===== src/rtl/acc_burst_pkg.sv =====
// rtl/acc_burst_pkg.sv - shared types and default sizes for the burst-sum accumulator initiator
package acc_burst_pkg;

  localparam int NR_INPS_DEF = 4;
  localparam int DW_DEF      = 32;

  // Initiator sequencing: collect a frame, replay it, wait for the sum, hand it off
  typedef enum logic [1:0] {
    ST_FILL = 2'd0,
    ST_SEND = 2'd1,
    ST_WAIT = 2'd2,
    ST_HOLD = 2'd3
  } state_e;

  // Operation selector understood by the accumulator; the burst source always requests a sum
  typedef enum logic [1:0] {
    ALU_PASS = 2'd0,
    ALU_ADD  = 2'd1,
    ALU_SUB  = 2'd2,
    ALU_NOP  = 2'd3
  } alu_op_e;

endpackage


===== src/rtl/frame_buf.sv =====
// rtl/frame_buf.sv - NR_INPS x DW frame register file, one write port, combinational read
module frame_buf
  import acc_burst_pkg::*;
#(
  parameter int NR_INPS = NR_INPS_DEF,
  parameter int DW      = DW_DEF,
  parameter int AW      = $clog2(NR_INPS)
) (
  input  logic          clk,
  input  logic          we,
  input  logic [AW-1:0] waddr,
  input  logic [DW-1:0] wdata,
  input  logic [AW-1:0] raddr,
  output logic [DW-1:0] rdata
);

  // Rounded up to a power of two so every address value selects a real entry
  localparam int DEPTH = 1 << AW;

  logic [DW-1:0] mem_q [DEPTH];
  logic [DW-1:0] mem_d [DEPTH];

  // Next contents: unchanged except for the addressed entry on a write
  always_comb begin
    mem_d = mem_q;
    if (we) begin
      mem_d[waddr] = wdata;
    end
  end

  // Storage is not reset; a new frame always overwrites every entry before it is replayed
  always_ff @(posedge clk) begin
    mem_q <= mem_d;
  end

  assign rdata = mem_q[raddr];

endmodule


===== src/rtl/acc_burst_source.sv =====
// rtl/acc_burst_source.sv - frame collector, dv-framed burst replay and sum capture; optional ACC_BURST_SOURCE_CHECK_EN adds chk_err
module acc_burst_source
  import acc_burst_pkg::*;
#(
  parameter int NR_INPS    = NR_INPS_DEF,
  parameter int DW         = DW_DEF,
  parameter int RESULT_LAT = NR_INPS + 1
) (
  input  logic          clk,
  input  logic          reset,
  input  logic          s_valid,
  output logic          s_ready,
  input  logic [DW-1:0] s_data,
  output logic          acc_dv,
  output logic [DW-1:0] acc_data,
  input  logic [DW-1:0] acc_result,
  output logic          m_valid,
  input  logic          m_ready,
  output logic [DW-1:0] m_data,
  output logic          busy
`ifdef ACC_BURST_SOURCE_CHECK_EN
  ,
  output logic          chk_err
`endif
);

  localparam int AW = $clog2(NR_INPS);
  // One counter serves as word index in FILL and as cycles-since-dv in SEND/WAIT
  localparam int CW = $clog2(RESULT_LAT + 1);

  localparam logic [CW-1:0] LAST_WORD = CW'(NR_INPS - 1);
  localparam logic [CW-1:0] CAPTURE   = CW'(RESULT_LAT);

  state_e        state_q, state_d;
  logic [CW-1:0] cnt_q, cnt_d;
  logic          acc_dv_q, acc_dv_d;
  logic [DW-1:0] acc_data_q, acc_data_d;
  logic          m_valid_q, m_valid_d;
  logic [DW-1:0] m_data_q, m_data_d;

  logic          buf_we;
  logic [AW-1:0] buf_waddr;
  logic [AW-1:0] buf_raddr;
  logic [DW-1:0] buf_rdata;

`ifdef ACC_BURST_SOURCE_CHECK_EN
  logic [DW-1:0] sum_q, sum_d;
  logic          chk_err_q, chk_err_d;
`endif

  assign buf_we    = (state_q == ST_FILL) && s_valid;
  assign buf_waddr = cnt_q[AW-1:0];
  // Registered outputs need the word for the next cycle: buf[0] on entry, buf[k+1] while sending
  assign buf_raddr = (state_q == ST_SEND) ? (cnt_q[AW-1:0] + AW'(1)) : '0;

  frame_buf #(
    .NR_INPS (NR_INPS),
    .DW      (DW),
    .AW      (AW)
  ) u_frame_buf (
    .clk   (clk),
    .we    (buf_we),
    .waddr (buf_waddr),
    .wdata (s_data),
    .raddr (buf_raddr),
    .rdata (buf_rdata)
  );

  // Next-state, counter and registered-output decode for the frame sequencer
  always_comb begin
    state_d    = state_q;
    cnt_d      = cnt_q;
    acc_dv_d   = 1'b0;
    acc_data_d = '0;
    m_valid_d  = m_valid_q;
    m_data_d   = m_data_q;
`ifdef ACC_BURST_SOURCE_CHECK_EN
    sum_d      = sum_q;
    chk_err_d  = chk_err_q;
`endif
    case (state_q)
      ST_FILL: begin
        if (s_valid) begin
          cnt_d = cnt_q + CW'(1);
`ifdef ACC_BURST_SOURCE_CHECK_EN
          sum_d = sum_q + s_data;
`endif
          if (cnt_q == LAST_WORD) begin
            state_d    = ST_SEND;
            cnt_d      = '0;
            acc_dv_d   = 1'b1;
            acc_data_d = buf_rdata;
          end
        end
      end
      ST_SEND: begin
        cnt_d = cnt_q + CW'(1);
        if (cnt_q == LAST_WORD) begin
          state_d = ST_WAIT;
        end else begin
          acc_data_d = buf_rdata;
        end
      end
      ST_WAIT: begin
        cnt_d = cnt_q + CW'(1);
        if (cnt_q == CAPTURE) begin
          state_d   = ST_HOLD;
          cnt_d     = '0;
          m_valid_d = 1'b1;
          m_data_d  = acc_result;
`ifdef ACC_BURST_SOURCE_CHECK_EN
          chk_err_d = (acc_result != sum_q);
`endif
        end
      end
      ST_HOLD: begin
        if (m_ready) begin
          state_d   = ST_FILL;
          cnt_d     = '0;
          m_valid_d = 1'b0;
`ifdef ACC_BURST_SOURCE_CHECK_EN
          sum_d     = '0;
          chk_err_d = 1'b0;
`endif
        end
      end
      default: begin
        state_d   = ST_FILL;
        cnt_d     = '0;
        m_valid_d = 1'b0;
      end
    endcase
  end

  // State and output registers; reset abandons any frame in flight without telling the accumulator
  always_ff @(posedge clk) begin
    if (reset) begin
      state_q    <= ST_FILL;
      cnt_q      <= '0;
      acc_dv_q   <= 1'b0;
      acc_data_q <= '0;
      m_valid_q  <= 1'b0;
      m_data_q   <= '0;
`ifdef ACC_BURST_SOURCE_CHECK_EN
      sum_q      <= '0;
      chk_err_q  <= 1'b0;
`endif
    end else begin
      state_q    <= state_d;
      cnt_q      <= cnt_d;
      acc_dv_q   <= acc_dv_d;
      acc_data_q <= acc_data_d;
      m_valid_q  <= m_valid_d;
      m_data_q   <= m_data_d;
`ifdef ACC_BURST_SOURCE_CHECK_EN
      sum_q      <= sum_d;
      chk_err_q  <= chk_err_d;
`endif
    end
  end

  assign s_ready  = (state_q == ST_FILL);
  assign busy     = (state_q != ST_FILL);
  assign acc_dv   = acc_dv_q;
  assign acc_data = acc_data_q;
  assign m_valid  = m_valid_q;
  assign m_data   = m_data_q;
`ifdef ACC_BURST_SOURCE_CHECK_EN
  assign chk_err  = chk_err_q;
`endif

endmodule

===== config.mk =====
export PLATFORM = sky130hd
export DESIGN_NAME = acc_burst_source
export DESIGN_NICKNAME = d
export VERILOG_FILES = /design/src/rtl/acc_burst_pkg.sv /design/src/rtl/frame_buf.sv /design/src/rtl/acc_burst_source.sv
export SDC_FILE = /design/constraint.sdc
export NUM_CORES = 1
export LEC_CHECK = 0
export ABC_AREA = 1
export CAP_MARGIN = 20
export CORE_UTILIZATION = 30
export CTS_BUF_LIST = sky130_fd_sc_hd__clkbuf_8 sky130_fd_sc_hd__clkbuf_16
export CTS_CLUSTER_DIAMETER = 30
export DETAILED_ROUTE_END_ITERATION = 8
export SYNTH_ARGS = -nofsm -noshare
export SYNTH_HDL_FRONTEND = slang
export SYNTH_SLANG_ARGS = --single-unit

===== constraint.sdc =====
create_clock -name clk -period 3.68 [get_ports clk]
set_input_delay 0.736 -clock clk [delete_from_list [all_inputs] [get_ports clk]]
set_output_delay 0.736 -clock clk [all_outputs]
set_load 0.05 [all_outputs]

==> results summary, run 1 <==
The flow ran to the end, and the final reports show no timing, DRC or antenna violations. The total negative setup slack came out at 0 ns. The count of TritonRoute iterations in the first routing pass is 6. The depth of the CTS H-tree came out at 4. The clock share of power is 0.312.

The worst relative slew slack came out at 0.327. The number of nets in the final layout is 872. Setup repair after global routing left no endpoint under its margin. Cell internal power was estimated by the tool at 3.94 mW. The maximum buffer depth of the clock tree came out at 2. The iteration-0 DRC count of the detailed router came out at 286. The mean routed wirelength per cell came out at 14.1 um.

The sum of routed wire length over all layers is 15.9 mm. Row generation in the floorplan step produced 57 rows. The total buffers and inverters traversed by the critical path is 3. For this design the static power due to leakage is 3.44 nW. The number of inserted diodes came out at 0. The max-slew violation count is 0.

The required time of the critical path came out at 2.94 ns. The type of element capturing the critical path is an output pin. For this run, the slowest stage of the critical path takes 0.86 ns. The clock tree skew after final layout is 0.00941 ns.

The post-synthesis average cell area came out at 11.1 um^2. The clock period could shrink to 2.99 ns. The initial antenna violation count was 0.

The routed via count divided by cell count came out at 4.37. The biggest area consumer among synthesized cells is sky130_fd_sc_hd__edfxtp_1. The final route contains 4941 vias. The die outline area is 25300 um^2. The residual antenna-violating net count after detailed routing is 0.

The cell area power density is 586 nW/um^2. The post-route DRC violation count came out at 0. The pin count of the biggest net entering global routing is 65. The TritonCTS buffer count is 17. The signal on the critical path passes through inv_1, ha_1, inv_1, clkdlybuf4s50_1.

The type of the setup path with the least slack is flop to output pin. The area share of the leading cell type in the synthesized netlist came out at 0.519. The first-pass GRT wire length came out at 25.4 mm. The worst hold margin is 0.460 ns. The warning count from the yosys run came out at 0.

Hold repair after CTS inserted 0 buffers. For this run, the register share of the synthesized area comes to 0.712. The cell that appears most often on the critical path is sky130_fd_sc_hd__inv_1. The share of the cycle needed by the critical path after routing came out at 0.813.

In this design, the largest share of critical-path delay is due to buffers and inverters. The share of power burned in registers came out at 0.478. The cell at the root of the clock tree is sky130_fd_sc_hd__clkbuf_16. In this run the critical register-to-register path is captured at acc_data[13]. Measured along the y axis, the die boundary spans 159 um.

The cell count after synthesis came out at 667. The relative area change from synthesis to final layout came out at 30.4%. The critical path arrival came out at 2.25 ns. The fraction of registers with async set or reset after synthesis is 0. The overall routing resource usage is 0.129.

The setup violation total in the final timing report is 0. The highest ir drop seen on vdd is 248 uV. The largest individual stage delay along the critical path comes from the cell sky130_fd_sc_hd__clkdlybuf4s50_1. During I/O placement, the number of pins put on the boundary was 136. Summed over all layers, the global routing overflow is 0. TritonCTS built the clock tree. The core footprint came out at 24200 um^2. The startpoint kind of the worst setup timing path is a flop. The number of max-capacitance violations reported is 0. The net count after synthesis came out at 745. The number of global-route vias before repair came to 4752. The width of the chip came out at 159 um. The number of filler instances in the final layout is 2335. The CTS sink count came out at 199. Leaving out fill and tap cells, the most frequent cell in the layout is sky130_fd_sc_hd__nand2_1. For this configuration, the core starts out at a cell density of 0.305. The transition time of the tightest slew-check pin is 1.01 ns.

The number of cell instances on the worst register-to-register path is 7. The count of final hold-check violations is 0. In this run, post-CTS repair resized a total of 0 instances. In the final layout, the share of cells above drive strength 1 is 0.0644. The HPWL reported at the end of detailed placement is 9.86 mm. The top cell types in the final layout, fill and taps aside, are 209 x sky130_fd_sc_hd__nand2_1, 135 x sky130_fd_sc_hd__clkdlybuf4s50_1, 128 x sky130_fd_sc_hd__edfxtp_1, 70 x sky130_fd_sc_hd__a21oi_1, 70 x sky130_fd_sc_hd__dfxtp_1. The count of buffers added on input and output ports is 135.

Across the whole layout, storage elements account for 5270 um^2. The footprint of the multi-input gates came out at 1880 um^2. Yosys mapped a number of flops with a built-in enable equal to 128. The highest attainable clock frequency came out at 334 MHz. The main flop type after synthesis is sky130_fd_sc_hd__edfxtp_1. The worst reg-to-reg setup slack is 1.11 ns.

The fraction of power spent switching nets came out at 0.304. In the post-synthesis netlist, the biggest area contributors are sky130_fd_sc_hd__edfxtp_1 52%, sky130_fd_sc_hd__dfxtp_1 19%, sky130_fd_sc_hd__nand2_1 11%, sky130_fd_sc_hd__a21oi_1 4.7%, sky130_fd_sc_hd__nand3_1 4.3%. Synthesis instantiated 22 different standard cells from the library. The switching power summed over all nets is 1.72 mW. The last weighted congestion value of the routability-driven placer is 0.724. The startpoint identified for the worst hold timing path is m_data[23].

Post-CTS timing repair inserted 0 buffers for setup. The min-delay analysis places its worst path in the category flop to flop. The hold-critical path endpoint is m_data[23]. The clock edge transition at the registers on the reported setup and hold paths is 0.07 ns.

Counting flops and latches in the post-synthesis netlist gives 199. The largest fanout on the critical path came out at 7. The later-pin clock latency in the skew report came out at 0.43 ns. The netlist area before placement is 7400 um^2.

The number of stages on the worst hold path came out at 2. The launching point of the worst reg2reg path is cnt_q[0]. Of the total power, combinational logic draws 0.209.
-- worst min-delay path, stage by stage, from the launching register on --
cell	delay, ns
sky130_fd_sc_hd__dfxtp_1	0.31
sky130_fd_sc_hd__nand2_1	0.06
sky130_fd_sc_hd__a21oi_1	0.05
-- state kept, by name (all words and copies together) (netlist names) --
register,flops
u_frame_buf.mem_q,128
acc_data,32
m_data,32
cnt_q,3
state_q,2
acc_dv,1
m_valid,1
-- power groups by stage --
stage               combinational, mW  clock, mW  sequential, mW
floorplan                       0.678          0            2.86
global placement                 1.19          0            2.75
detailed placement               1.20          0            2.76
CTS                              1.21       1.82            2.71
global route                     1.32       1.91            2.73
finish                           1.19       1.77            2.71
-- area by class of cell --
| cell class | instances | area share |
|---|---|---|
| multi-input cells | 410 | 0.195 |
| inverters | 20 | 0.00778 |
| flip-flops and latches | 199 | 0.546 |
| repair buffers | 146 | 0.151 |
| clock inverters | 15 | 0.0139 |
| well taps | 324 | 0.0420 |
| clock buffers | 17 | 0.0441 |
-- cells by family (layout without fill, tap and decap cells) --
| family | Yosys count | count (layout) | share of synthesized area |
|---|---|---|---|
| AND/OR/NAND/NOR | 323 | 323 | 0.179 |
| flip-flops | 199 | 199 | 0.712 |
| AO/OA/AOI/OAI | 77 | 77 | 0.0534 |
| buffers and inverters | 58 | 198 | 0.0396 |
| adder cells (fa/ha/maj) | 10 | 10 | 0.0169 |
-- per-layer routing --
| layer | part of all wire | global-route usage |
|---|---|---|
| met5 | 0 | 0 |
| met4 | 0.0094 | 0.0350 |
| met3 | 0.058 | 0.0414 |
| met2 | 0.50 | 0.214 |
| met1 | 0.43 | 0.160 |
-- per-stage QoR --
step / setup WS [ns] / area (um^2) / utilization / instances / power, mW
2_1_floorplan: 0.711 / 7400 / - / 667 / 3.54
3_3_place_gp: 0.781 / 9050 / 0.373 / 1097 / 3.94
3_5_place_dp: 0.819 / 9080 / 0.374 / 1098 / 3.96
4_1_cts: 0.660 / 9640 / 0.397 / 1130 / 5.74
5_1_grt: 0.584 / 9650 / 0.398 / 1131 / 5.96
6_report: 0.689 / 9650 / 0.398 / 1131 / 5.66
-- synthesized netlist by cell type, types with 5 or more instances --
library cell,count
sky130_fd_sc_hd__a21oi_1,70
sky130_fd_sc_hd__dfxtp_1,71
sky130_fd_sc_hd__ha_1,10
sky130_fd_sc_hd__clkbuf_1,14
sky130_fd_sc_hd__nand2_1,210
sky130_fd_sc_hd__buf_6,7
sky130_fd_sc_hd__nand3_1,64
sky130_fd_sc_hd__buf_2,15
sky130_fd_sc_hd__inv_1,17
sky130_fd_sc_hd__edfxtp_1,128
sky130_fd_sc_hd__o21ai_0,5
sky130_fd_sc_hd__nor2_1,44
-- worst max-delay path by stage --
stage | startpoint | end | cells after the start | slack, ns
2_1_floorplan | state_q[0] | u_frame_buf.mem_q[0] | 4 | 0.71
6_report | state_q[0] | busy | 4 | 0.69
3_5_place_dp | cnt_q[0] | m_valid | 6 | 0.82
3_3_place_gp | cnt_q[0] | m_valid | 6 | 0.78
5_1_grt | state_q[0] | busy | 4 | 0.58
4_1_cts | state_q[0] | busy | 4 | 0.66
Note: power is estimated with default switching activity, not from simulation.
==> inputs of run 2 (changes only) <==
==> constraint.sdc (replaced) <==
create_clock -name clk -period 3 [get_ports clk]
set_input_delay 0.6 -clock clk [delete_from_list [all_inputs] [get_ports clk]]
set_output_delay 0.6 -clock clk [all_outputs]
set_load 0.05 [all_outputs]
==> run 2 against run 1 <==
Combinational power is 24% higher. Register-to-register slack lost 0.32 ns. Critical path depth is the same. Routed wire length rose by 3.4%. Worst setup slack got worse by 0.50 ns.
==> results summary, run 2 (synthesized netlist as in run 1, its figures left out) <==
The flow ran to the end, and the final reports show no timing, DRC or antenna violations. The mean routed wirelength per cell was 14.5 um (+3.1%). The required time of the critical path was 2.40 ns (-0.54 ns).

The number of filler instances in the final layout came to 2333 (-0.086%). The cell area power density came out at 733 nW/um^2 (+25%). For this design, the slowest cell found on the critical path is sky130_fd_sc_hd__clkdlybuf4s50_1.

The startpoint kind of the worst setup timing path is a flop. The setup violation total in the final timing report is 0 (unchanged). The count of TritonRoute iterations in the first routing pass came to 4 (-2). The highest ir drop seen on vdd is 349 uV (+41%). The TritonCTS buffer count came out at 17 (unchanged). The depth of the CTS H-tree came out at 4 (unchanged). The worst setup path is of the flop to output pin kind. The die extent in y is 159 um (unchanged). The total buffers and inverters traversed by the critical path came to 3 (unchanged). The transition time of the tightest slew-check pin is 0.722 ns (-0.287 ns). The clock edge transition at the registers on the reported setup and hold paths is 0.08 ns (about the same). The initial antenna violation count came out at 2 (+2). The critical path's top delay family is buffers and inverters. The worst setup path is captured at an output pin. The count of final hold-check violations is 0 (unchanged). The area after detailed placement is 9150 um^2 (+0.80%). The leftover overflow at the end of global routing came out at 0 (unchanged). The smallest setup slack after layout is 0.193 ns (-0.496 ns). Setup repair after global routing left no endpoint under its margin. The post-CTS resize count came out at 0 (unchanged). The worst hold margin is 0.463 ns (+0.00222 ns).

The last weighted congestion value of the routability-driven placer is 0.721 (-0.50%). The number of port buffers was 135 (unchanged). The number of nets in the final layout is 875 (+0.34%). The highest attainable clock frequency came out at 356 MHz. The sum of routed wire length over all layers is 16.5 mm (+3.4%). The root buffer cell chosen for the clock tree is sky130_fd_sc_hd__clkbuf_16. The static leakage came out at 3.48 nW (+1.2%). Leaving out fill and tap cells, the most frequent cell in the layout is sky130_fd_sc_hd__nand2_1. The number of top-level design ports came out at 136 (unchanged). The row count is 57 (unchanged). The post-placement worst setup slack is 0.657 ns (-0.162 ns).

The final standard cell count with taps included and fillers excluded is 1134 (+0.27%). The number of global-route vias before repair came to 4886 (+2.8%). The max-slew violation count came out at 0 (unchanged).

In this run the worst hold path is classified as flop to flop. The total vias in the final route was 4990 (+0.99%). The footprint of the multi-input gates is 1880 um^2 (unchanged).

The final design instance area without fill came to 9760 um^2 (+1.1%). The first-pass GRT wire length came out at 26.3 mm (+3.5%). The number of flip-flops in the largest register came out at 128 (unchanged). The total setup buffers inserted after CTS is 0 (unchanged).

The quantity of hold-fixing buffers added after cts is 0 (unchanged). The CTS sink count came out at 199 (unchanged). The core footprint is 24200 um^2 (unchanged).

The share of the cycle needed by the critical path after routing is 0.936. The worst relative slew slack is 0.519 (+0.191). Counting flops per register, the top entry is u_frame_buf.mem_q. The width of the chip is 159 um (unchanged). The total negative setup slack came out at 0 ns (unchanged). The overall routing resource usage came to 0.134 (+0.00519). The largest fanout on the critical path came out at 7 (unchanged). The maximum buffer depth of the clock tree came out at 2 (unchanged). The critical path arrival is 2.21 ns (-0.04 ns). The number of inserted diodes is 0 (unchanged).

The iteration-0 DRC count of the detailed router is 308 (+7.7%). The later-pin clock latency in the skew report came out at 0.43 ns (about the same). In the layout the commonest cells are 209 x sky130_fd_sc_hd__nand2_1, 135 x sky130_fd_sc_hd__clkdlybuf4s50_1, 128 x sky130_fd_sc_hd__edfxtp_1, 70 x sky130_fd_sc_hd__a21oi_1, 70 x sky130_fd_sc_hd__dfxtp_1.

The stage delay of the slowest cell on the critical path is 0.85 ns (about the same). The relative area change from synthesis to final layout is 31.9%. The instance count after placement with tap cells included is 1102 (+0.36%). TritonCTS built the clock tree. The starting density of the core is 0.305 (unchanged).

The clock tree skew after final layout came to 0.0108 ns (+0.00140 ns). By instance count, the cell type seen most on the critical path is sky130_fd_sc_hd__inv_1. The final period demand of the worst path is 2.81 ns.

The flip-flop and latch area came out at 5270 um^2 (unchanged). The number of max-capacitance violations reported came out at 0 (unchanged). Walking the worst path, the cells encountered are inv_1, ha_1, inv_1, clkdlybuf4s50_1. The routed via count divided by cell count was 4.40 (+0.72%). The HPWL reported at the end of detailed placement is 9.87 mm (about the same).

The pin count of the biggest net entering global routing came to 65 (unchanged). The residual antenna-violating net count after detailed routing is 0 (unchanged). The post-route DRC violation count is 0 (unchanged). The share of cells above drive strength 1 came to 0.0728 (+0.00840). The die outline area came out at 25300 um^2 (unchanged).
[run 2: cell count changes in the layout (fill, tap and decap cells not counted), sizes merged]
cell      before  now
bufinv         1    2
clkinvlp       2    1
clkinv         6    5
buf           11   14
inv           26   27
[run 2: metrics by stage]
stage	total power [mW]	util
floorplan	4.35	-
global placement	4.87	0.377
detailed placement	4.89	0.377
CTS	7.24	0.402
global route	7.53	0.402
finish	7.15	0.402
[run 2: routing by layer]
layer / wire (um) / GRT usage / part of all wire
met1: 7340 / 0.162 / 0.45
met5: 13 / 0 / 0.00079
met2: 8070 / 0.228 / 0.49
met4: 193 / 0.0424 / 0.012
met3: 860 / 0.0399 / 0.052
[run 2: final timing paths]
kind / start / end / slack [ns] / cells past startpoint
min reg2reg: m_data[2] / m_data[2] / 0.46 / 2
min: m_data[2] / m_data[2] / 0.46 / 2
max reg2reg: cnt_q[0] / cnt_q[1] / 0.79 / 7
max: state_q[0] / busy / 0.19 / 4
[run 2: worst min-delay path: cells and delay by family (launching register included)]
family | cells | cell delay [ns]
AOI/OAI and AO/OA | 1 | 0.05
DFF | 1 | 0.31
and+or+nand+nor | 1 | 0.06
[run 2: layout make-up]
class,count,area share
timing repair buffer,149,0.156
clock buffer,17,0.0436
clock inverter,15,0.0187
inverter,20,0.00769
multi-input combinational,410,0.193
sequential,199,0.540
tap,324,0.0415
[run 2: where the power goes]
part,total [mW],internal (mW),switching (mW)
clock,2.35,1.27,1.08
sequential,3.33,3.23,0.0993
combinational,1.47,0.472,0.998
==> inputs of run 3 (changes only) <==
--- a/config.mk
+++ b/config.mk
@@ -9,8 +9,8 @@
 export CAP_MARGIN = 20
 export CORE_UTILIZATION = 30
 export CTS_BUF_LIST = sky130_fd_sc_hd__clkbuf_8 sky130_fd_sc_hd__clkbuf_16
-export CTS_CLUSTER_DIAMETER = 30
 export DETAILED_ROUTE_END_ITERATION = 8
+export DONT_BUFFER_PORTS = 1
 export SYNTH_ARGS = -nofsm -noshare
 export SYNTH_HDL_FRONTEND = slang
 export SYNTH_SLANG_ARGS = --single-unit
==> run 3 against run 2 <==
Via count down 10%. Register-to-register slack worse by 0.24 ns. Core utilization down 5.7 points. Final cell count fell by 12%. Worst hold slack got worse by 0.23 ns. Total power down 5.0%. Sequential power is 5% higher. Worst setup slack improved by 0.17 ns. Critical path depth is 1 lower. Clock skew is 0.00089 ns higher. Non-clock buffer count decreased by 135. Largest cell class unchanged.
==> results summary, run 3 (synthesized netlist as in run 1, its figures left out) <==
The flow ran to the end, and the final reports show no timing, DRC or antenna violations. TritonCTS built the clock tree. The number of max-capacitance violations reported is 0 (unchanged).

The fraction of power spent switching nets is 0.315 (+0.00977). Counting flops per register, the top entry is u_frame_buf.mem_q. The worst reg-to-reg setup slack came out at 0.55 ns (-0.24 ns).

The pin count of the biggest net entering global routing is 65 (unchanged). The overall routing resource usage was 0.125 (-0.00867). The CTS sink count was 199 (unchanged). The routed via count divided by cell count is 4.48 (+1.8%). The count of final hold-check violations was 0 (unchanged). The cell at the root of the clock tree is sky130_fd_sc_hd__clkbuf_16. The proportion of power drawn by combinational gates came to 0.161 (-0.045). The max-slew violation count came to 0 (unchanged). The number of nets in the final layout came out at 740 (-15%). The row count is 57 (unchanged). The clock share of power is 0.326 (-0.003). The overall power of the completed layout came out at 6.79 mW (-5.0%). The die extent in y came out at 159 um (unchanged).

The switching power summed over all nets is 2.14 mW (-2.0%). The path class of the tightest hold or removal check is input port to flop. The cell area power density came out at 812 nW/um^2 (+11%). The worst hold margin was 0.230 ns (-0.233 ns). The total vias in the final route was 4473 (-10%). The clock edge transition at the registers on the reported setup and hold paths is 0.08 ns (about the same). The number of top-level design ports is 136 (unchanged). The residual antenna-violating net count after detailed routing came out at 0 (unchanged).

The initial antenna violation count came out at 0 (-2). The transition time of the tightest slew-check pin came to 1.02 ns (+0.303 ns). In the layout the commonest cells are 209 x sky130_fd_sc_hd__nand2_1, 128 x sky130_fd_sc_hd__edfxtp_1, 70 x sky130_fd_sc_hd__a21oi_1, 70 x sky130_fd_sc_hd__dfxtp_1, 64 x sky130_fd_sc_hd__nand3_1. The depth of the CTS H-tree was 4 (unchanged).

The maximum buffer depth of the clock tree came out at 2 (unchanged). The critical path arrival came out at 2.04 ns (-0.17 ns). Setup repair after global routing left no endpoint under its margin. The last weighted congestion value of the routability-driven placer came out at 0.748 (+3.8%). The width of the chip is 159 um (unchanged).

The post-CTS resize count came out at 0 (unchanged). The iteration-0 DRC count of the detailed router came out at 325 (+5.5%). The instance count after placement with tap cells included came to 967 (-12%). The total negative setup slack is 0 ns (unchanged). The relative area change from synthesis to final layout came out at 13.0%.

The static leakage was 2.97 nW (-15%). The starting density of the core came out at 0.305 (unchanged). STA classifies the critical path endpoint as an output pin. The number of inserted diodes is 0 (unchanged).

The internal power contribution is 4.65 mW (-6.3%). The share of cells above drive strength 1 was 0.0859 (+0.0131). The required time of the critical path came out at 2.40 ns (about the same). The later-pin clock latency in the skew report is 0.44 ns (about the same). The share of the cycle needed by the critical path after routing is 0.880 (-0.0556). The HPWL reported at the end of detailed placement is 9.79 mm (-0.78%). The library cell used most frequently in the layout, excluding fill and tap cells, is sky130_fd_sc_hd__nand2_1. The mean routed wirelength per cell is 15.4 um (+5.7%).

The die outline area was 25300 um^2 (unchanged). The setup path with the least slack is of type flop to output pin. STA classifies the critical path startpoint as a flop. The count of TritonRoute iterations in the first routing pass came out at 4 (unchanged). The number of flip-flops in the largest register is 128 (unchanged). The quantity of hold-fixing buffers added after cts is 0 (unchanged).

The total setup buffers inserted after CTS came out at 0 (unchanged). The share of power burned in registers is 0.513 (+0.047). The post-route DRC violation count is 0 (unchanged). The worst relative slew slack came out at 0.317 (-0.202). The largest fanout on the critical path was 7 (unchanged). The leftover overflow at the end of global routing was 0 (unchanged). The number of global-route vias before repair came out at 4358 (-11%). The core footprint is 24200 um^2 (unchanged). The TritonCTS buffer count was 17 (unchanged). The number of port buffers came out at 0 (-100%). The final standard cell count with taps included and fillers excluded came out at 999 (-12%). The final period demand of the worst path came to 2.64 ns (-0.167 ns).

The setup violation total in the final timing report came to 0 (unchanged). The highest ir drop seen on vdd came to 312 uV (-11%). The highest attainable clock frequency came out at 379 MHz (+6.3%). The clock tree skew after final layout came to 0.0117 ns (+0.000888 ns). The number of filler instances in the final layout came out at 2430 (+4.2%).

The sum of routed wire length over all layers is 15.4 mm (-6.8%). The first-pass GRT wire length came to 24.3 mm (-7.5%).
## run 3: changes by cell type in the layout (fill, tap and decap cells not counted), moves of 2 or more
cell                              delta
sky130_fd_sc_hd__clkdlybuf4s50_1   -135
sky130_fd_sc_hd__buf_4               +2
sky130_fd_sc_hd__inv_6               +2
sky130_fd_sc_hd__buf_12              -2
sky130_fd_sc_hd__bufinv_16           -2
sky130_fd_sc_hd__clkinv_8            +4
sky130_fd_sc_hd__clkinv_2            -2
sky130_fd_sc_hd__inv_8               -3
## run 3: final cells by class
cell class / instances / area [um^2] / area share
clock buffer: 17 / 425 / 0.0509
clock inverter: 15 / 165 / 0.0197
inverter: 20 / 75.1 / 0.00898
multi-input combinational: 410 / 1880 / 0.225
sequential: 199 / 5270 / 0.630
tap: 324 / 405 / 0.0485
timing repair buffer: 14 / 143 / 0.0171
## run 3: metrics by stage
| step | setup slack, ns | util | area [um^2] |
|---|---|---|---|
| finish | 0.359 | 0.345 | 8360 |
| global route | 0.251 | 0.345 | 8360 |
| detailed placement | 0.536 | 0.321 | 7770 |
| CTS | 0.334 | 0.345 | 8360 |
| global placement | 0.639 | 0.321 | 7770 |
| floorplan | 0.0307 | - | 7400 |
## run 3: power by group through the flow
stage                     Sequential (mW)  Combinational (mW)  Clock, mW
final                                3.49                1.09       2.21
after global routing                 3.51                1.25       2.39
after CTS                            3.49                1.12       2.29
after detailed placement             3.55                1.12          0
after global placement               3.55                1.11          0
after floorplan                      3.51               0.832          0
## run 3: routing by layer
metal / global-route usage / vias to the layer above / share of wire
met2: 0.204 / 133 / 0.48
met1: 0.150 / 2087 / 0.42
li1: - / 2245 / -
met3: 0.0529 / 8 / 0.091
met4: 0.0380 / 0 / 0.0067
met5: 0 / - / 0
## run 3: worst paths after layout
check              from     endpoint  cells after the start
max          state_q[0]         busy                      3
min               reset   m_data[14]                      1
max reg2reg  state_q[0]  acc_data[1]                      6
min reg2reg  state_q[0]   state_q[0]                      2
## run 3: worst max-delay path: stages, from the launching register on
cell and delay, ns:
sky130_fd_sc_hd__dfxtp_1 0.35, sky130_fd_sc_hd__inv_1 0.09, sky130_fd_sc_hd__ha_1 0.65, sky130_fd_sc_hd__inv_1 0.52
==> RTL edit, RTL diff (settings of run 2) <==
`NR_INPS_DEF`: 4 -> 16.
--- a/src/rtl/acc_burst_pkg.sv
+++ b/src/rtl/acc_burst_pkg.sv
@@ -1,7 +1,7 @@
 // rtl/acc_burst_pkg.sv - shared types and default sizes for the burst-sum accumulator initiator
 package acc_burst_pkg;
 
-  localparam int NR_INPS_DEF = 4;
+  localparam int NR_INPS_DEF = 16;
   localparam int DW_DEF      = 32;
 
   // Initiator sequencing: collect a frame, replay it, wait for the sum, hand it off
Behaviour: no difference found for any inputs over 4 cycles, from zero or initial values and one cycle with reset high; that may be too few to reach the edited logic, so the function may still have changed.
==> RTL edit against run 2 <==
Register-to-register slack worse by 0.13 ns. Critical path depth down 1. Synthesized cell count rose to 3.0 times the old value. Via count rose to 3.1 times the old value. Sequential cell count up 386. Wire length rose to 3.6 times the old value. Die area rose to 3.1 times the old value. Area after synthesis rose to 3.1 times the old value. Worst setup slack worse by 0.090 ns. Total power rose to 3.0 times the old value. Clock skew up 0.013 ns. Design area rose to 3.0 times the old value. Count of clock-buffer cells in the layout up 89. Highest routed layer is now met4.
==> RTL edit: results (changes against run 2) <==
Global route
  • First-pass GRT wire length: 90200 um (+240%)
  • Met2 usage: 0.250 (+0.0220)
  • GR met3 Demand/Resource: 0.0327 (-0.00713)

Clock network
  • Clock Path Buffers: 3 (+1)
  • Clk_lat worst skew: 0.65 ns (+0.22 ns)
  • CTS H-tree depth: 3 (-1)
  • Clock transition at the registers of the reported paths: 0.05 ns (-0.03 ns)
  • CTS Buf Count: 103 (+86)

Finish
  • Logic inverters: 24 (+20%)
  • Multi-input gates: 1277 (+210%)
  • Finished Layout Cells: 3299 (+190%)
  • Nets: 2257 (+160%)
  • Fraction of area in registers: 0.566 (+0.0261)
  • NonClk Buf Share: 0.0673 (-0.0884)
  • Final instance area: 29800 um2 (+200%)

Route
  • DR top layer: met4
  • Met2 Wirelength: 28800 um (+260%)

Power and ir drop
  • Leak pwr: 10.5 nW (+200%)
  • Comb power: 0.000384 W (-74%)
  • Switch Pwr: 0.00449 W (+110%)

Status
  • Outcome: complete, no violations

Logic synthesis
  • Synth Area in Adders: 0.00592 (-0.0110)
  • Synth Area in XOR/XNOR: 0.000377 (+0.000377)
  • Fraction of the mapped netlist area in compound gates: 0.0106 (-0.0428)
  • Flops & latches, synth: 585 (+190%)
  • Synth top area cells: edfxtp_1 66%, nand2_1 10%, nand3_1 9.5%

Timing
  • Slew @ Worst Pin: 0.692 ns (-0.0297 ns)
  • Worst Skew: 0.0243 ns (+0.0135 ns)

Hold path
  • Min-Delay Endpoint: m_data[10]

Worst setup path
  • R2r endpoint: acc_data[18]
  • Crit. Startpoint: state_q[1]
RTL edit: changes by cell type after synthesis, moves of 6 or more:
cell | before | now
a21oi_1 | 70 | 38
buf_1 | 1 | 12
buf_2 | 15 | 67
buf_4 | 1 | 9
buf_6 | 7 | 13
clkbuf_1 | 14 | 21
edfxtp_1 | 128 | 512
nand2_1 | 210 | 637
nand3_1 | 64 | 441
nand3_2 | 0 | 10
nor2_1 | 44 | 121
RTL edit: worst max-delay path: cells and delay by family, from the launching register on:
family	cells	cell delay, ns
flip-flops	1	0.34
adder cells (fa/ha/maj)	1	0.29
buffers and inverters	2	1.03
RTL edit: kinds of logic after synthesis:
group / after synthesis
and+or+nand+nor: 1218
DFF: 585
buffers and inverters: 147
AOI/OAI and AO/OA: 47
xor gates and xnor gates: 1
adders and majority gates: 11
RTL edit: repair_timing:
action,CTS,global route
hold buffers,0,0
gates resized for setup,1,0
endpoints found under the setup margin,1,0
buffers inserted,0,0
